File: config.mk
export PLATFORM = sky130hd
export DESIGN_NAME = hazard_unit_mc
export DESIGN_NICKNAME = d
export VERILOG_FILES = /design/src/rtl/hazard_unit_mc.sv
export SDC_FILE = /design/constraint.sdc
export NUM_CORES = 1
export LEC_CHECK = 0
export ABC_CLOCK_PERIOD_IN_PS = 2100
export CORE_ASPECT_RATIO = 0.8
export CORE_MARGIN = 2
export CORE_UTILIZATION = 43
export DETAILED_ROUTE_END_ITERATION = 10
export PLACE_DENSITY = 0.81
export SLEW_MARGIN = 15
export SYNTH_ARGS = -nofsm -noshare
export SYNTH_HDL_FRONTEND = slang
export SYNTH_SLANG_ARGS = --single-unit
File: constraint.sdc
create_clock -name clk -period 2.1 [get_ports clk]
set_input_delay 0.315 -clock clk [delete_from_list [all_inputs] [get_ports clk]]
set_output_delay 0.315 -clock clk [all_outputs]
set_load 0.02 [all_outputs]
File: src/rtl/hazard_unit_mc.sv
// Stateful hazard unit for the 5-stage RISC-V pipeline: operand forwarding, load-use
// and mul/div stalls, data-memory wait stalls, branch flushes and saturating counters.
module hazard_unit_mc #(
    parameter int REG_ADDR_W = 3,
    parameter int LU_PENALTY = 1,
    parameter int CNT_W      = 16
) (
    input  logic                  clk,
    input  logic                  rst,
    input  logic                  RegWriteM,
    input  logic                  RegWriteW,
    input  logic                  ResultSrcE0,
    input  logic                  PcSrcE,
    input  logic [REG_ADDR_W-1:0] Rs1D,
    input  logic [REG_ADDR_W-1:0] Rs2D,
    input  logic [REG_ADDR_W-1:0] Rs1E,
    input  logic [REG_ADDR_W-1:0] Rs2E,
    input  logic [REG_ADDR_W-1:0] RdE,
    input  logic [REG_ADDR_W-1:0] RdM,
    input  logic [REG_ADDR_W-1:0] RdW,
    input  logic                  MdStartE,
    input  logic                  MdDone,
    input  logic                  MemReqM,
    input  logic                  MemAckM,
    output logic                  StallF,
    output logic                  StallD,
    output logic                  StallE,
    output logic                  StallM,
    output logic                  FlushD,
    output logic                  FlushE,
    output logic                  FlushM,
    output logic                  FlushW,
    output logic [1:0]            ForwardAE,
    output logic [1:0]            ForwardBE,
    output logic [CNT_W-1:0]      StallCount,
    output logic [CNT_W-1:0]      FlushCount,
    output logic [1:0]            state_dbg_o,
    output logic [1:0]            lu_cnt_dbg_o
);

    // Handshakes: MdStartE stays high while the mul/div op sits in E and MdDone marks
    // the single cycle its result is valid; MemReqM stays high until the MemAckM cycle.
    typedef enum logic [1:0] {
        S_IDLE = 2'd0,
        S_LU   = 2'd1,
        S_MD   = 2'd2
    } state_e;

    localparam logic [1:0]       LU_LOAD = 2'(LU_PENALTY - 1);
    localparam logic [CNT_W-1:0] CNT_MAX = '1;
    localparam logic [CNT_W-1:0] CNT_ONE = CNT_W'(1);

    state_e           state_q, state_d;
    logic [1:0]       lu_cnt_q, lu_cnt_d;
    logic [CNT_W-1:0] stall_cnt_q, stall_cnt_d;
    logic [CNT_W-1:0] flush_cnt_q, flush_cnt_d;

    logic       load_use, mem_wait, br_flush;
    logic       stall_f, stall_d, stall_e, stall_m;
    logic       flush_d, flush_e, flush_m, flush_w;
    logic [1:0] fwd_a, fwd_b;

    // M-stage result is younger than W, so it takes priority; x0 is never forwarded.
    always_comb begin
        fwd_a = 2'b00;
        if (RegWriteM && (RdM == Rs1E) && (Rs1E != '0)) begin
            fwd_a = 2'b10;
        end else if (RegWriteW && (RdW == Rs1E) && (Rs1E != '0)) begin
            fwd_a = 2'b01;
        end
    end

    always_comb begin
        fwd_b = 2'b00;
        if (RegWriteM && (RdM == Rs2E) && (Rs2E != '0)) begin
            fwd_b = 2'b10;
        end else if (RegWriteW && (RdW == Rs2E) && (Rs2E != '0)) begin
            fwd_b = 2'b01;
        end
    end

    assign load_use = ResultSrcE0 && (RdE != '0) && ((Rs1D == RdE) || (Rs2D == RdE));
    assign mem_wait = MemReqM && !MemAckM;

    always_comb begin
        stall_f  = 1'b0;
        stall_d  = 1'b0;
        stall_e  = 1'b0;
        stall_m  = 1'b0;
        flush_d  = 1'b0;
        flush_e  = 1'b0;
        flush_m  = 1'b0;
        flush_w  = 1'b0;
        br_flush = 1'b0;
        state_d  = state_q;
        lu_cnt_d = lu_cnt_q;
        if (mem_wait) begin
            // Freeze F..M and bubble W; the FSM and its countdown are paused.
            stall_f = 1'b1;
            stall_d = 1'b1;
            stall_e = 1'b1;
            stall_m = 1'b1;
            flush_w = 1'b1;
        end else begin
            case (state_q)
                S_IDLE: begin
                    if (MdStartE && !MdDone) begin
                        stall_f = 1'b1;
                        stall_d = 1'b1;
                        stall_e = 1'b1;
                        flush_m = 1'b1;
                        state_d = S_MD;
                    end else if (PcSrcE) begin
                        flush_d  = 1'b1;
                        flush_e  = 1'b1;
                        br_flush = 1'b1;
                    end else if (load_use) begin
                        stall_f = 1'b1;
                        stall_d = 1'b1;
                        flush_e = 1'b1;
                        if (LU_PENALTY > 1) begin
                            lu_cnt_d = LU_LOAD;
                            state_d  = S_LU;
                        end
                    end
                end
                S_LU: begin
                    stall_f  = 1'b1;
                    stall_d  = 1'b1;
                    flush_e  = 1'b1;
                    lu_cnt_d = lu_cnt_q - 2'd1;
                    if (lu_cnt_q == 2'd1) begin
                        state_d = S_IDLE;
                    end
                end
                S_MD: begin
                    if (!MdDone) begin
                        stall_f = 1'b1;
                        stall_d = 1'b1;
                        stall_e = 1'b1;
                        flush_m = 1'b1;
                    end else begin
                        state_d = S_IDLE;
                    end
                end
                default: begin
                    state_d  = S_IDLE;
                    lu_cnt_d = 2'd0;
                end
            endcase
        end
    end

    always_comb begin
        stall_cnt_d = stall_cnt_q;
        flush_cnt_d = flush_cnt_q;
        if (stall_f && (stall_cnt_q != CNT_MAX)) begin
            stall_cnt_d = stall_cnt_q + CNT_ONE;
        end
        if (br_flush && (flush_cnt_q != CNT_MAX)) begin
            flush_cnt_d = flush_cnt_q + CNT_ONE;
        end
    end

    always_ff @(posedge clk or negedge rst) begin
        if (!rst) begin
            state_q     <= S_IDLE;
            lu_cnt_q    <= 2'd0;
            stall_cnt_q <= '0;
            flush_cnt_q <= '0;
        end else begin
            state_q     <= state_d;
            lu_cnt_q    <= lu_cnt_d;
            stall_cnt_q <= stall_cnt_d;
            flush_cnt_q <= flush_cnt_d;
        end
    end

    // Reset forces every output low immediately, forward selects included.
    assign StallF       = rst & stall_f;
    assign StallD       = rst & stall_d;
    assign StallE       = rst & stall_e;
    assign StallM       = rst & stall_m;
    assign FlushD       = rst & flush_d;
    assign FlushE       = rst & flush_e;
    assign FlushM       = rst & flush_m;
    assign FlushW       = rst & flush_w;
    assign ForwardAE    = rst ? fwd_a : 2'b00;
    assign ForwardBE    = rst ? fwd_b : 2'b00;
    assign StallCount   = stall_cnt_q;
    assign FlushCount   = flush_cnt_q;
    assign state_dbg_o  = state_q;
    assign lu_cnt_dbg_o = lu_cnt_q;

endmodule

==> metrics.md <==
| Metric | Value |
|---|---|
| CP Class | in2out |
| Ys async rst share | 1.000 |
| Cell repeated most along the worst path | buf_4 |
| Final hold vios | 0 |
| Slew Viols, Final | 0 |
| CP endpoint kind | primary output |
| P&R area growth vs syn | 59.79% |
| Post-DRT Antenna Nets | 0 |
| Final period util | 0.9639 |
| Worst Path Max Fanout | 3 |
| DRT iter0 DRCs | 33 |
| Seq/Total Area, Yosys | 0.4280 |
| Simple-gate portion of the synthesized area | 0.2341 |
| Worst path slowest cell | clkdlybuf4s50_1 |
| R2r setup slk | 120 ps |
| Maximum vdd drop | 0.0007914 V |
| Starting Density | 0.4533 |
| CTS Root Cell | clkbuf_8 |
| Global Route Usage Sum | 0.2171 |
| Unique masters post-synth | 37 |
| DP Wirelength | 3940 µm |
| Sink Count | 33 |
| Largest net degree at the start of global routing | 19 |
| Vias in the first global route | 1932 |
| Vias/cell | 4.971 |
| Antenna cells | 0 |
| Routed WL | 4995 µm |
| Clk_lat worst skew | 280 ps |
| TritonCTS clock tree | yes |
| XOR/XNOR Fraction of Synth Area | 0.1952 |
| Ys Warns | 0 |
| Syn avg cell area | 9.276 µm² |
| RSZ-0062 raised after global routing | false |
| CP peak stage delay | 450 ps |
| Minimum clock period | 2024 ps |
| Static leakage | 1.488 nW |
| Top post-synthesis cells by area | dfrtp_1 43%, xor2_1 10%, xnor2_1 9.1% |
| Synthesized flop and latch total | 33 |
| Core area | 4257 µm² |
| Post-Synthesis Cells | 208 |
| DRC viols | 0 |
| Initial antenna violation count | 0 |
| Commonest cells after routing, fill and taps aside | 44 x clkdlybuf4s50_1, 38 x buf_4, 31 x dfrtp_1 |
| Area share of the largest cell type after synthesis | 0.4280 |
| Placed insts | 364 |
| H-tree levels | 2 |
| Mux cell area share after synthesis | 0.01167 |
| Hold/Removal Path Class | in2async |
| EDFF count, synth | 0 |
| Post-Synthesis Cell Area | 1929 µm² |
| Ys flop type | dfrtp_1 |
| Compound-Gate Fraction of Synth Area | 0.07263 |
| Setup_tns | 0 ps |
| I/O Pins | 79 |
| FMAX | 494.0 MHz |
| Met2 WL | 2433 µm |
| Share of cells above drive strength 1 | 0.2125 |
| Die Ht | 63.91 µm |
| Worst-path clk slew | 60 ps |
| Final Skew | 1.683 ps |
| Worst-path cell chain | clkdlybuf4s50_1, o21bai_1, a2111oi_2, buf_4, and2_1, buf_4 |
| Setup violations, final | 0 |
| Global placement routability congestion | 0.8017 |
| Num rows | 21 |
| Final non-filler cell total | 377 |
| CP required | 1780 ps |
| 1st-pass router iterations | 5 |
| Max-cap violations | 0 |
| Longest Clk Path Bufs | 2 |
| Area leader, netlist | dfrtp_1 |
| Area share of fa/ha/maj cells after synthesis | 0.01297 |
| Worst EP arrival | 1710 ps |
| WL/cell | 13.25 µm |
| Die Footprint | 5042 µm² |
| Total CTS buffers | 5 |
| Most common cell after layout, fill and taps aside | clkdlybuf4s50_1 |
| Main combinational cell family by area after synthesis | simple AND/OR/NAND/NOR gates |
| Startpoint Class | primary input |
| Port bufs | 75 |
| DR WL met3 | 190 µm |
| Fill cells | 344 |
| Layout Nets | 352 |
| Grt ovf | 0 |
| Global-route wire length before repair | 8680 µm |
| Met1 WL | 2341 µm |
| Pwr/cell area | 734.0 nW/µm² |
| Status | finished clean |
| DR top layer | met4 |
| Via Count | 1874 |
| Die W | 78.89 µm |
per-layer routing:
metal | GRT usage | vias up
li1 | - | 923
met1 | 0.2908 | 898
met2 | 0.3675 | 49
met3 | 0.04096 | 4
met4 | 0.04957 | 0
met5 | 0 | -
path summary, 6_finish.rpt:
| path | start | to | cells past startpoint |
|---|---|---|---|
| min in group clk | MdDone | state_dbg_o[1] | 2 |
| max reg2reg | StallCount[1] | StallCount[9] | 7 |
| max | Rs1E[0] | ForwardAE[1] | 6 |
| max in group asynchronous | rst | state_dbg_o[1] | 2 |
| min reg2reg | FlushCount[5] | FlushCount[5] | 1 |
| min | rst | StallCount[13] | 2 |
through the flow:
step	hold slack [ps]	total power (W)	setup WS, ps	util	area [µm²]
5_1_grt	180.4	0.002414	2.777	0.7243	3083
3_3_place_gp	189.4	0.001778	-604.3	0.6878	2928
6_report	162.9	0.002263	75.90	0.7243	3083
3_5_place_dp	189.8	0.001801	-690.3	0.6878	2928
4_1_cts	160.0	0.002273	4.201	0.7131	3035
2_1_floorplan	19.41	0.001319	50.91	-	1939
what timing repair did:
action | in CTS | in global routing
endpoints found under the hold margin | 2 | 0
gates resized for setup | 52 | 24
setup buffers | 4 | 0
endpoints found under the setup margin | 11 | 9
hold buffers | 1 | 0
pin swaps | 7 | 8
registers in the layout (all words and copies together), names as in the netlist:
register and flops:
FlushCount 16, StallCount 16, state_dbg_o 1
cell type report:
cell class / count / area, µm² / share of cell area
clock inverter: 2 / 10.01 / 0.003247
sequential: 33 / 828.3 / 0.2687
timing repair buffer: 111 / 1005 / 0.3259
multi-input combinational: 162 / 1074 / 0.3482
inverter: 6 / 22.52 / 0.007305
tap: 57 / 71.32 / 0.02313
clock buffer: 6 / 72.57 / 0.02354
power by group:
| part | leakage (nW) | internal, W | switching (W) |
|---|---|---|---|
| registers | 0.428 | 0.000758 | 0.000138 |
| logic | 1.02 | 0.000473 | 0.000440 |
| clock network | 0.0450 | 0.000229 | 0.000225 |
synthesized netlist by cell type (2+ instances only):
cell type,number
and3_1,3
and4_1,2
and2_1,5
a21oi_1,4
clkbuf_1,2
nor2_1,19
nor4_1,2
buf_4,5
nand2b_1,2
a2111oi_0,2
o31ai_1,2
o21bai_1,2
dfrtp_1,33
nand2_1,22
nor3_1,11
o21ai_0,3
nand3_1,13
mux2_2,2
xor2_1,23
nand4_1,7
ha_1,2
xnor2_1,20
inv_1,6
a31oi_1,3
worst max-delay path, delay by kind of cell:
kind                   cells  cell delay, ps
buffers and inverters      3             770
AOI/OAI and AO/OA          2             480
and+or+nand+nor            1             140
logic make-up (layout without fill, tap and decap cells):
logic type	count (synthesis)	in the layout
simple gates	92	92
xor+xnor	43	43
flops	33	33
compound gates	20	20
buf+inv	15	125
fa+ha+maj	2	2
mux	2	2
other cells	1	3
No activity file was read; power rests on OpenSTA's default activity.
